`src/rtl/score_bcd_display.sv`:
```
// Score-to-BCD converter (serial double-dabble) with a double-buffered digit display
// and a registered per-pixel cell lookup for a VGA overlay.
module score_bcd_display #(
   parameter int NUM_DIGITS    = 4,
   parameter int SCORE_WIDTH   = 16,
   parameter int SIGNED_MODE   = 0,
   parameter int BLANK_LEADING = 1,
   parameter int TOP_LEFT_X    = 100,
   parameter int TOP_LEFT_Y    = 50,
   parameter int DIGIT_W       = 16,
   parameter int DIGIT_H       = 32,
   parameter int X_GAP         = 4
) (
   input  logic                   clk,
   input  logic                   resetN,
   input  logic                   startOfFrame,
   input  logic [SCORE_WIDTH-1:0] score,
   input  logic [10:0]            pixelX,
   input  logic [10:0]            pixelY,
   output logic                   digitDR,
   output logic [3:0]             digitValue,
   output logic                   signDR,
   output logic [10:0]            offsetX,
   output logic [10:0]            offsetY,
   output logic                   overflow,
   output logic                   busy
);

   localparam int PITCH       = DIGIT_W + X_GAP;
   localparam int CONV_DIGITS = (SCORE_WIDTH * 31) / 100 + 1;
   // One spare digit above the displayed ones so the overflow test always has a slice to OR.
   localparam int BCD_D       = ((CONV_DIGITS > NUM_DIGITS) ? CONV_DIGITS : NUM_DIGITS) + 1;
   localparam int BCD_W       = BCD_D * 4;
   localparam int SH_W        = BCD_W + SCORE_WIDTH;

   localparam logic [1:0] S_IDLE    = 2'd0;
   localparam logic [1:0] S_CONVERT = 2'd1;
   localparam logic [1:0] S_COMMIT  = 2'd2;

   logic [1:0]             state_q, state_d;
   logic [4:0]             cnt_q, cnt_d;
   logic [SH_W-1:0]        sh_q, sh_d, sh_adj;
   logic                   neg_q, neg_d;
   logic [3:0]             disp_q [NUM_DIGITS];
   logic [3:0]             disp_d [NUM_DIGITS];
   logic                   disp_neg_q, disp_neg_d;
   logic                   ovf_q, ovf_d;

   logic                   score_neg;
   logic [SCORE_WIDTH-1:0] mag;

   assign score_neg = (SIGNED_MODE != 0) && score[SCORE_WIDTH-1];
   assign mag       = score_neg ? (~score) + SCORE_WIDTH'(1) : score;

   always_comb begin
      sh_adj = sh_q;
      for (int i = 0; i < BCD_D; i++) begin
         if (sh_q[SCORE_WIDTH + 4*i +: 4] >= 4'd5)
            sh_adj[SCORE_WIDTH + 4*i +: 4] = sh_q[SCORE_WIDTH + 4*i +: 4] + 4'd3;
      end
   end

   always_comb begin
      logic hi_nz;
      state_d    = state_q;
      cnt_d      = cnt_q;
      sh_d       = sh_q;
      neg_d      = neg_q;
      disp_d     = disp_q;
      disp_neg_d = disp_neg_q;
      ovf_d      = ovf_q;
      hi_nz      = |sh_q[SH_W-1 : SCORE_WIDTH + NUM_DIGITS*4];
      case (state_q)
         S_IDLE: begin
            if (startOfFrame) begin
               state_d = S_CONVERT;
               cnt_d   = '0;
               sh_d    = {{BCD_W{1'b0}}, mag};
               neg_d   = score_neg;
            end
         end
         S_CONVERT: begin
            sh_d  = sh_adj << 1;
            cnt_d = cnt_q + 5'd1;
            if (cnt_q == 5'(SCORE_WIDTH - 1))
               state_d = S_COMMIT;
         end
         S_COMMIT: begin
            state_d    = S_IDLE;
            ovf_d      = hi_nz;
            disp_neg_d = neg_q;
            for (int k = 0; k < NUM_DIGITS; k++)
               disp_d[k] = hi_nz ? 4'd9 : sh_q[SCORE_WIDTH + 4*(NUM_DIGITS-1-k) +: 4];
         end
         default: state_d = S_IDLE;
      endcase
   end

   always_ff @(posedge clk or negedge resetN) begin
      if (!resetN) begin
         state_q    <= S_IDLE;
         cnt_q      <= '0;
         sh_q       <= '0;
         neg_q      <= 1'b0;
         disp_neg_q <= 1'b0;
         ovf_q      <= 1'b0;
         for (int k = 0; k < NUM_DIGITS; k++)
            disp_q[k] <= '0;
      end else begin
         state_q    <= state_d;
         cnt_q      <= cnt_d;
         sh_q       <= sh_d;
         neg_q      <= neg_d;
         disp_neg_q <= disp_neg_d;
         ovf_q      <= ovf_d;
         disp_q     <= disp_d;
      end
   end

   // Pixel lookup: cell 0 is the most significant digit, the sign cell sits one pitch left of it.
   int          px, py;
   logic        dr_q, dr_d, sgn_q, sgn_d;
   logic [3:0]  val_q, val_d;
   logic [10:0] ox_q, ox_d, oy_q, oy_d;

   assign px = {21'd0, pixelX};
   assign py = {21'd0, pixelY};

   always_comb begin
      logic seen;
      logic in_y;
      int   left;
      dr_d  = 1'b0;
      val_d = '0;
      sgn_d = 1'b0;
      ox_d  = '0;
      oy_d  = '0;
      seen  = 1'b0;
      left  = 0;
      in_y  = (py >= TOP_LEFT_Y) && (py < TOP_LEFT_Y + DIGIT_H);
      for (int k = 0; k < NUM_DIGITS; k++) begin
         seen = seen | (disp_q[k] != 4'd0);
         left = TOP_LEFT_X + k * PITCH;
         if (in_y && (px >= left) && (px < left + DIGIT_W)) begin
            dr_d  = (BLANK_LEADING == 0) || seen || (k == NUM_DIGITS - 1);
            val_d = disp_q[k];
            ox_d  = 11'(px - left);
            oy_d  = 11'(py - TOP_LEFT_Y);
         end
      end
      if ((SIGNED_MODE != 0) && in_y && (px >= TOP_LEFT_X - PITCH) &&
          (px < TOP_LEFT_X - PITCH + DIGIT_W)) begin
         sgn_d = disp_neg_q;
         ox_d  = 11'(px - (TOP_LEFT_X - PITCH));
         oy_d  = 11'(py - TOP_LEFT_Y);
      end
   end

   always_ff @(posedge clk or negedge resetN) begin
      if (!resetN) begin
         dr_q  <= 1'b0;
         val_q <= '0;
         sgn_q <= 1'b0;
         ox_q  <= '0;
         oy_q  <= '0;
      end else begin
         dr_q  <= dr_d;
         val_q <= val_d;
         sgn_q <= sgn_d;
         ox_q  <= ox_d;
         oy_q  <= oy_d;
      end
   end

   assign digitDR    = dr_q;
   assign digitValue = val_q;
   assign signDR     = sgn_q;
   assign offsetX    = ox_q;
   assign offsetY    = oy_q;
   assign overflow   = ovf_q;
   assign busy       = (state_q != S_IDLE);

endmodule
```
`config.mk`:
```
export PLATFORM = sky130hd
export DESIGN_NAME = score_bcd_display
export DESIGN_NICKNAME = d
export VERILOG_FILES = /design/src/rtl/score_bcd_display.sv
export SDC_FILE = /design/constraint.sdc
export NUM_CORES = 1
export LEC_CHECK = 0
export CAP_MARGIN = 10
export CORE_UTILIZATION = 51
export CTS_BUF_LIST = sky130_fd_sc_hd__clkbuf_4
export DETAILED_ROUTE_END_ITERATION = 10
export PLACE_DENSITY_LB_ADDON = 0.3
export SLEW_MARGIN = 25
export SYNTH_ARGS = -nofsm -noshare
export SYNTH_HDL_FRONTEND = slang
export SYNTH_SLANG_ARGS = --single-unit
```
`constraint.sdc`:
```
create_clock -name clk -period 1.4 [get_ports clk]
set_input_delay 0.21 -clock clk [delete_from_list [all_inputs] [get_ports clk]]
set_output_delay 0.21 -clock clk [all_outputs]
set_load 0.1 [all_outputs]
```
---- After elaboration in Yosys (flattened, before gate mapping) ----
Index checks and enable logic that the tools add are counted.
cells by class
  $add $sub $neg .......................... 12
  order comparisons ....................... 16
  eq/ne operators ......................... 5
  multiplexer cells ....................... 33
  bitwise operators ....................... 2
  reduce and logical (&&, ||, !) cells .... 18
operators by type and width
  operator                                                            number
  two-way mux 11 bit                                                  8
  one-hot mux 40 bit (2 select lines)                                 1
  two-way mux 4 bit                                                   13
  two-way mux 40 bit                                                  1
  less-than comparator 11 x 8 -> 1 bit, second input constant         3
  greater-or-equal comparator 4 x 3 -> 1 bit, second input constant   6
  greater-or-equal comparator 11 x 7 -> 1 bit, second input constant  2
  greater-or-equal comparator 11 x 8 -> 1 bit, second input constant  2
  less-than comparator 11 x 7 -> 1 bit, second input constant         2
  subtractor 11 x 7 -> 11 bit, second input constant                  2
  subtractor 11 x 8 -> 11 bit, second input constant                  2
  adder 4 x 2 -> 4 bit, second input constant                         5
  nonzero test 4 bit                                                  3
  greater-or-equal comparator 11 x 6 -> 1 bit, second input constant  1
  subtractor 11 x 6 -> 11 bit, second input constant                  1
  one-hot mux 5 bit (2 select lines)                                  1
  logical AND 1 bit                                                   9
  OR reduction 8 bit                                                  1
  adder 5 x 1 -> 5 bit, second input constant                         1
  equality test 5 x 4 -> 1 bit, second input constant                 1
  two-way mux 5 bit                                                   1
  two-way mux 1 bit                                                   4
  two-way mux 2 bit                                                   2
  != test 2 bit, second input constant                                2
  other kinds (9)                                                     12
storage, ports and cells
  register bits ........................... 91
  word-level logic and storage cells ...... 98

---- Longest topological paths before layout ----
  word-level depth ........................ 8
  mapped depth ............................ 9
  depth with buffers taken out ............ 7

---- Least setup slack after synthesis ----
OpenSTA, ideal clock, no wires.
  kind .................................... input to register
  from .................................... input pixelX[4]
  to ...................................... register oy_q[6] (netlist: offsetY[6])
  library setup time ...................... 0.125 ns
  arrival ................................. 1.801 ns
  path slack .............................. -0.526 ns
  cell stages on the path ................. 9
  path buffers ............................ 2
  path through ............................ buf_4 -> inv_1 -> ha_1 -> a21bo_2 -> a2bb2oi_2 -> nor2_2 -> o41ai_4 -> buf_6 -> nor2_1
between the ends
  cells in the longest elaborated chain, start to end .. 7
  elaborated cells on any way between the ends .. 20
  those cells by class .................... 8 x order compare; 4 x mux; 8 x reduce/logical
RTL lines
  item                                         line  RTL
  from (decl)                                  18    input logic [10:0] pixelX,
  greater-or-equal comparator 11 x 7 -> 1 bit  144   if (in_y && (px >= left) && (px < left + DIGIT_W)) begin
  logical AND 1 bit (2 in series)              144
  two-way mux 11 bit (3 in series)             144
  two-way mux 11 bit *                         144
  via oy_d[6]                                  124   logic [10:0] ox_q, ox_d, oy_q, oy_d;
  to (signal assigned)                         171   oy_q <= oy_d;
  to (decl)                                    124
The timed path passes the listed nets; every way through them passes the cells marked *.
A chain may end at the register's enable or synchronous reset.

---- Worst setup path in the final report ----
  from .................................... input pixelX[3]
  to ...................................... register ox_q[7] (netlist: offsetX[7])
between the ends
  cells in the longest elaborated chain, start to end .. 7
  elaborated cells on any way between the ends .. 24
  those cells by class .................... 4 x add/sub; 8 x order compare; 4 x mux; 8 x reduce/logical
RTL lines
  item                                         line  RTL
  greater-or-equal comparator 11 x 7 -> 1 bit  144
  logical AND 1 bit (2 in series)              144
  two-way mux 11 bit (3 in series)             144
  two-way mux 11 bit *                         144
  via ox_d[7]                                  124
  to (signal assigned)                         164   ox_q <= '0;
  to (signal assigned)                         170   ox_q <= ox_d;
  to (decl)                                    124
Marked as above.

==> results.yml <==
run_status:
  status: "complete, but fails checks"
  violations: "negative setup slack"
hold_path:
  min_path_type: "in -> reg"
logic_synthesis:
  synth_top_area_cell: "dfrtp_1"
  yosys-top-cells-area: "dfrtp_1 (46%), ha_1 (7.6%), nand2_1 (5.5%)"
  synth_cells: 517
  synth-async-reset-ratio_pct: 100
  ys_top_cells_by_count: "dfrtp_1 (91), nand2_1 (72), nor2_1 (39), o21ai_0 (37)"
  yosys_most_used_dff: "dfrtp_1"
  synth_most_common_cell: "dfrtp_1"
  ys_seq_area_share_pct: 46.4
  ys_types: 62
  synth_top_cell_area_share_pct: 46.4
  synth-seq-cells: 91
  ys_warn_count: 0
  synth-edff-count: 0
  syn-cell-area_sq_um: 4910
  syn_area_per_cell_sq_um: 9.50
  synthesis.nets: 588
pwr:
  power_density_nw_per_um2: 1410
  power.total_mw: 11.5
  comb_power_share_pct: 54.0
  p_sw_share_pct: 42.2
  power.switching_mw: 4.84
  power.leakage_nw: 3.59
  ir_drop_uv: 1460
  seq_power_share_pct: 33.7
  pwr-share-clk_pct: 12.3
  intPower_mw: 6.62
setup_path:
  worst_r2r_path_depth: 7
  crit_slowest_cell: "xnor2_1"
  setup.worst_path.end: "offsetX[7]$_DFF_PN0_"
  crit_buf_inv: 4
  cp.depth: 10
  r2r_slack_ns: -0.10
  end_kind: "flip-flop"
  crit_chain: "buf_8 -> buf_8 -> ha_4 -> a21o_1 -> buf_4 -> buf_4 -> a21bo_2 -> xnor2_1 -> a21oi_1 -> a311oi_2"
  critPathLaunch: "pixelX[3]"
  cp.required_ns: 1.78
  timing.rr.start: "sh_q[37]$_DFFE_PN0P_"
  criticalPathCategory: "in -> reg"
  rr_endpoint: "sh_q[38]$_DFFE_PN0P_"
  crit_family: "compound AO/OA/AOI/OAI gates"
  cp.arrival_ns: 2.11
  startpoint_type: "input pin"
  critPathMaxStageDelay_ns: 0.32
  path_max_fanout: 5
sta:
  fin_skew_ns: 0.0186
  rsz0062_at_grt: "yes"
  post-route-period-util_pct: 124
  fin_setup_tns_ns: -3.63
  maxSlewHeadroom_pct: 65.4
  setup_viol: 38
  fmax_mhz: 578
  drv_slew: 0
  postLayoutSetupSlackWorst_ns: -0.331
  min_period_ns: 1.73
  fin_hold_ws_ns: 0.0525
  finalHoldViolCount: 0
  tightestPinTransition_ns: 0.513
global_route:
  grt_pass1_wl_mm: 24.6
  gr-total-overflow: 0
  grt_max_degree: 35
  use_met2_pct: 57.2
  grt_pass1_vias: 4973
  grtUsageTotal_pct: 32.0
  antenna_found_initial: 0
  met3_usage_pct: 5.85
  busiest_layer: "met2"
  grt_util_met1_pct: 36.8
floorplan:
  fp.coreArea_sq_um: 9280
  num_io_pins: 71
  dieHeight_um: 100
  initial_core_util_pct: 52.9
  fp.dieW_um: 100
  die_area_sq_um: 10000
  rows: 35
routing:
  vias_per_cell: 6.31
  vias: 5419
  route.detailed.drc: 0
  finalWirelength_mm: 19.4
  initialDrtViolationCount: 512
  ant_nets: 0
  firstDrtPassIters: 5
  routedWlPerCell_um: 22.6
final_layout:
  synthToLayoutAreaGrowth_pct: 66.1
  final_util_pct: 87.9
  drive_gt1_share_pct: 49.0
  final_cells: 859
  num_antenna_cells: 0
  final_nets: 796
run:
  maxCapViolCount: 0
cts:
  cts_tree: "yes"
  htreeDepth: 3
  clk_root_buffer_cell: "clkbuf_4"
  clk_latency_ns: 0.47
  numCtsBuffers: 9
  clk_pin_slew_ns: 0.15
  cts_max_path_buffers: 2
  cts.sinks: 91
placed_design:
  place_congestion: 1.02
  place_hpwl_mm: 9.72
  place_inst: 793
  io_buffers: 69
## worst reg2reg max path, delay by kind of cell (launching register included)
kind | cells | cell delay, ns
AND/OR/NAND/NOR | 1 | 0.14
flip-flops | 1 | 0.41
AO/OA/AOI/OAI | 3 | 0.48
adder cells (fa/ha/maj) | 1 | 0.18
buffers and inverters | 2 | 0.21
## state kept, by name, summed over array words and instances (netlist names)
name and cells:
digitValue 4, overflow 1, offsetX 11, state_q 2, digitDR 1, sh_q 40, cnt_q 5, disp_q 16
offsetY 11
## routing by layer
layer | wire length, um | part of all wire (%)
met5 | 0 | 0
met4 | 1320 | 6.8
met3 | 1400 | 7.2
met2 | 10100 | 52
met1 | 6620 | 34
## per-stage QoR
stage / worst slack, ns / cell area [sq um]
finish: -0.331 / 8160
global route: -0.476 / 8160
CTS: -0.0726 / 7470
detailed placement: -1.21 / 6860
global placement: -1.06 / 6860
floorplan: -0.357 / 5040
## power by group through the flow
stage	Clock [mW]	Sequential, mW	Combinational [mW]
2_1_floorplan	0	3.68	2.50
3_3_place_gp	0	3.69	4.05
3_5_place_dp	0	3.74	4.25
4_1_cts	1.37	3.70	4.58
5_1_grt	1.52	3.91	6.60
6_report	1.41	3.86	6.19
## final cells by class
type,instances,area (sq um)
clock buffer,10,75.1
clock inverter,6,50.0
fill,408,1120
inverter,28,126
multi-input combinational,373,3200
sequential,91,2280
tap,129,161
timing repair buffer,222,2270
## worst min path at each step
stage	cells after the start	to	start	slack, ns
2_1_floorplan	0	cnt_q[0]$_DFFE_PN0P_	resetN	-0.09
3_3_place_gp	1	digitValue[2]$_DFF_PN0_	resetN	0.08
3_5_place_dp	1	digitDR$_DFF_PN0_	resetN	0.08
4_1_cts	3	offsetY[1]$_DFF_PN0_	pixelY[1]	0.03
5_1_grt	3	offsetY[1]$_DFF_PN0_	pixelY[1]	0.04
6_report	3	offsetY[1]$_DFF_PN0_	pixelY[1]	0.05
## cell usage in the layout, fill, tap and decap left out, types with 6 or more instances in the layout
cell	n
buf_4	121
dfrtp_1	90
nand2_1	68
buf_12	34
nor2_1	25
clkdlybuf4s50_1	22
buf_6	22
o21ai_0	20
o21ai_1	16
nand3_1	16
inv_2	15
a21oi_1	15
ha_4	15
a22oi_1	14
a21oi_2	11
nor2_4	10
ha_2	10
clkbuf_4	10
inv_1	9
nand2b_4	8
xnor2_1	8
xor2_1	8
o31ai_1	7
nor2_2	6
a32o_1	6
buf_2	6
## repair_timing
action                                  4_1_cts  5_1_grt
cloned                                        0        2
gates resized for setup                     137      125
endpoints found under the setup margin       48       77
pin swaps                                    34       55
endpoints found under the hold margin        92        1
hold buffers                                  2        1
setup buffers                                21       24
## cell families after synthesis
family | after synthesis | synth area share [%]
AND/OR/NAND/NOR | 179 | 17.1
AO/OA/AOI/OAI | 145 | 20.9
flip-flops | 91 | 46.4
buffers and inverters | 53 | 4.64
adder cells (fa/ha/maj) | 30 | 7.64
XOR/XNOR | 17 | 3.03
other | 1 | 0.0764
multiplexers | 1 | 0.204
(Power assumes the default switching activity.)
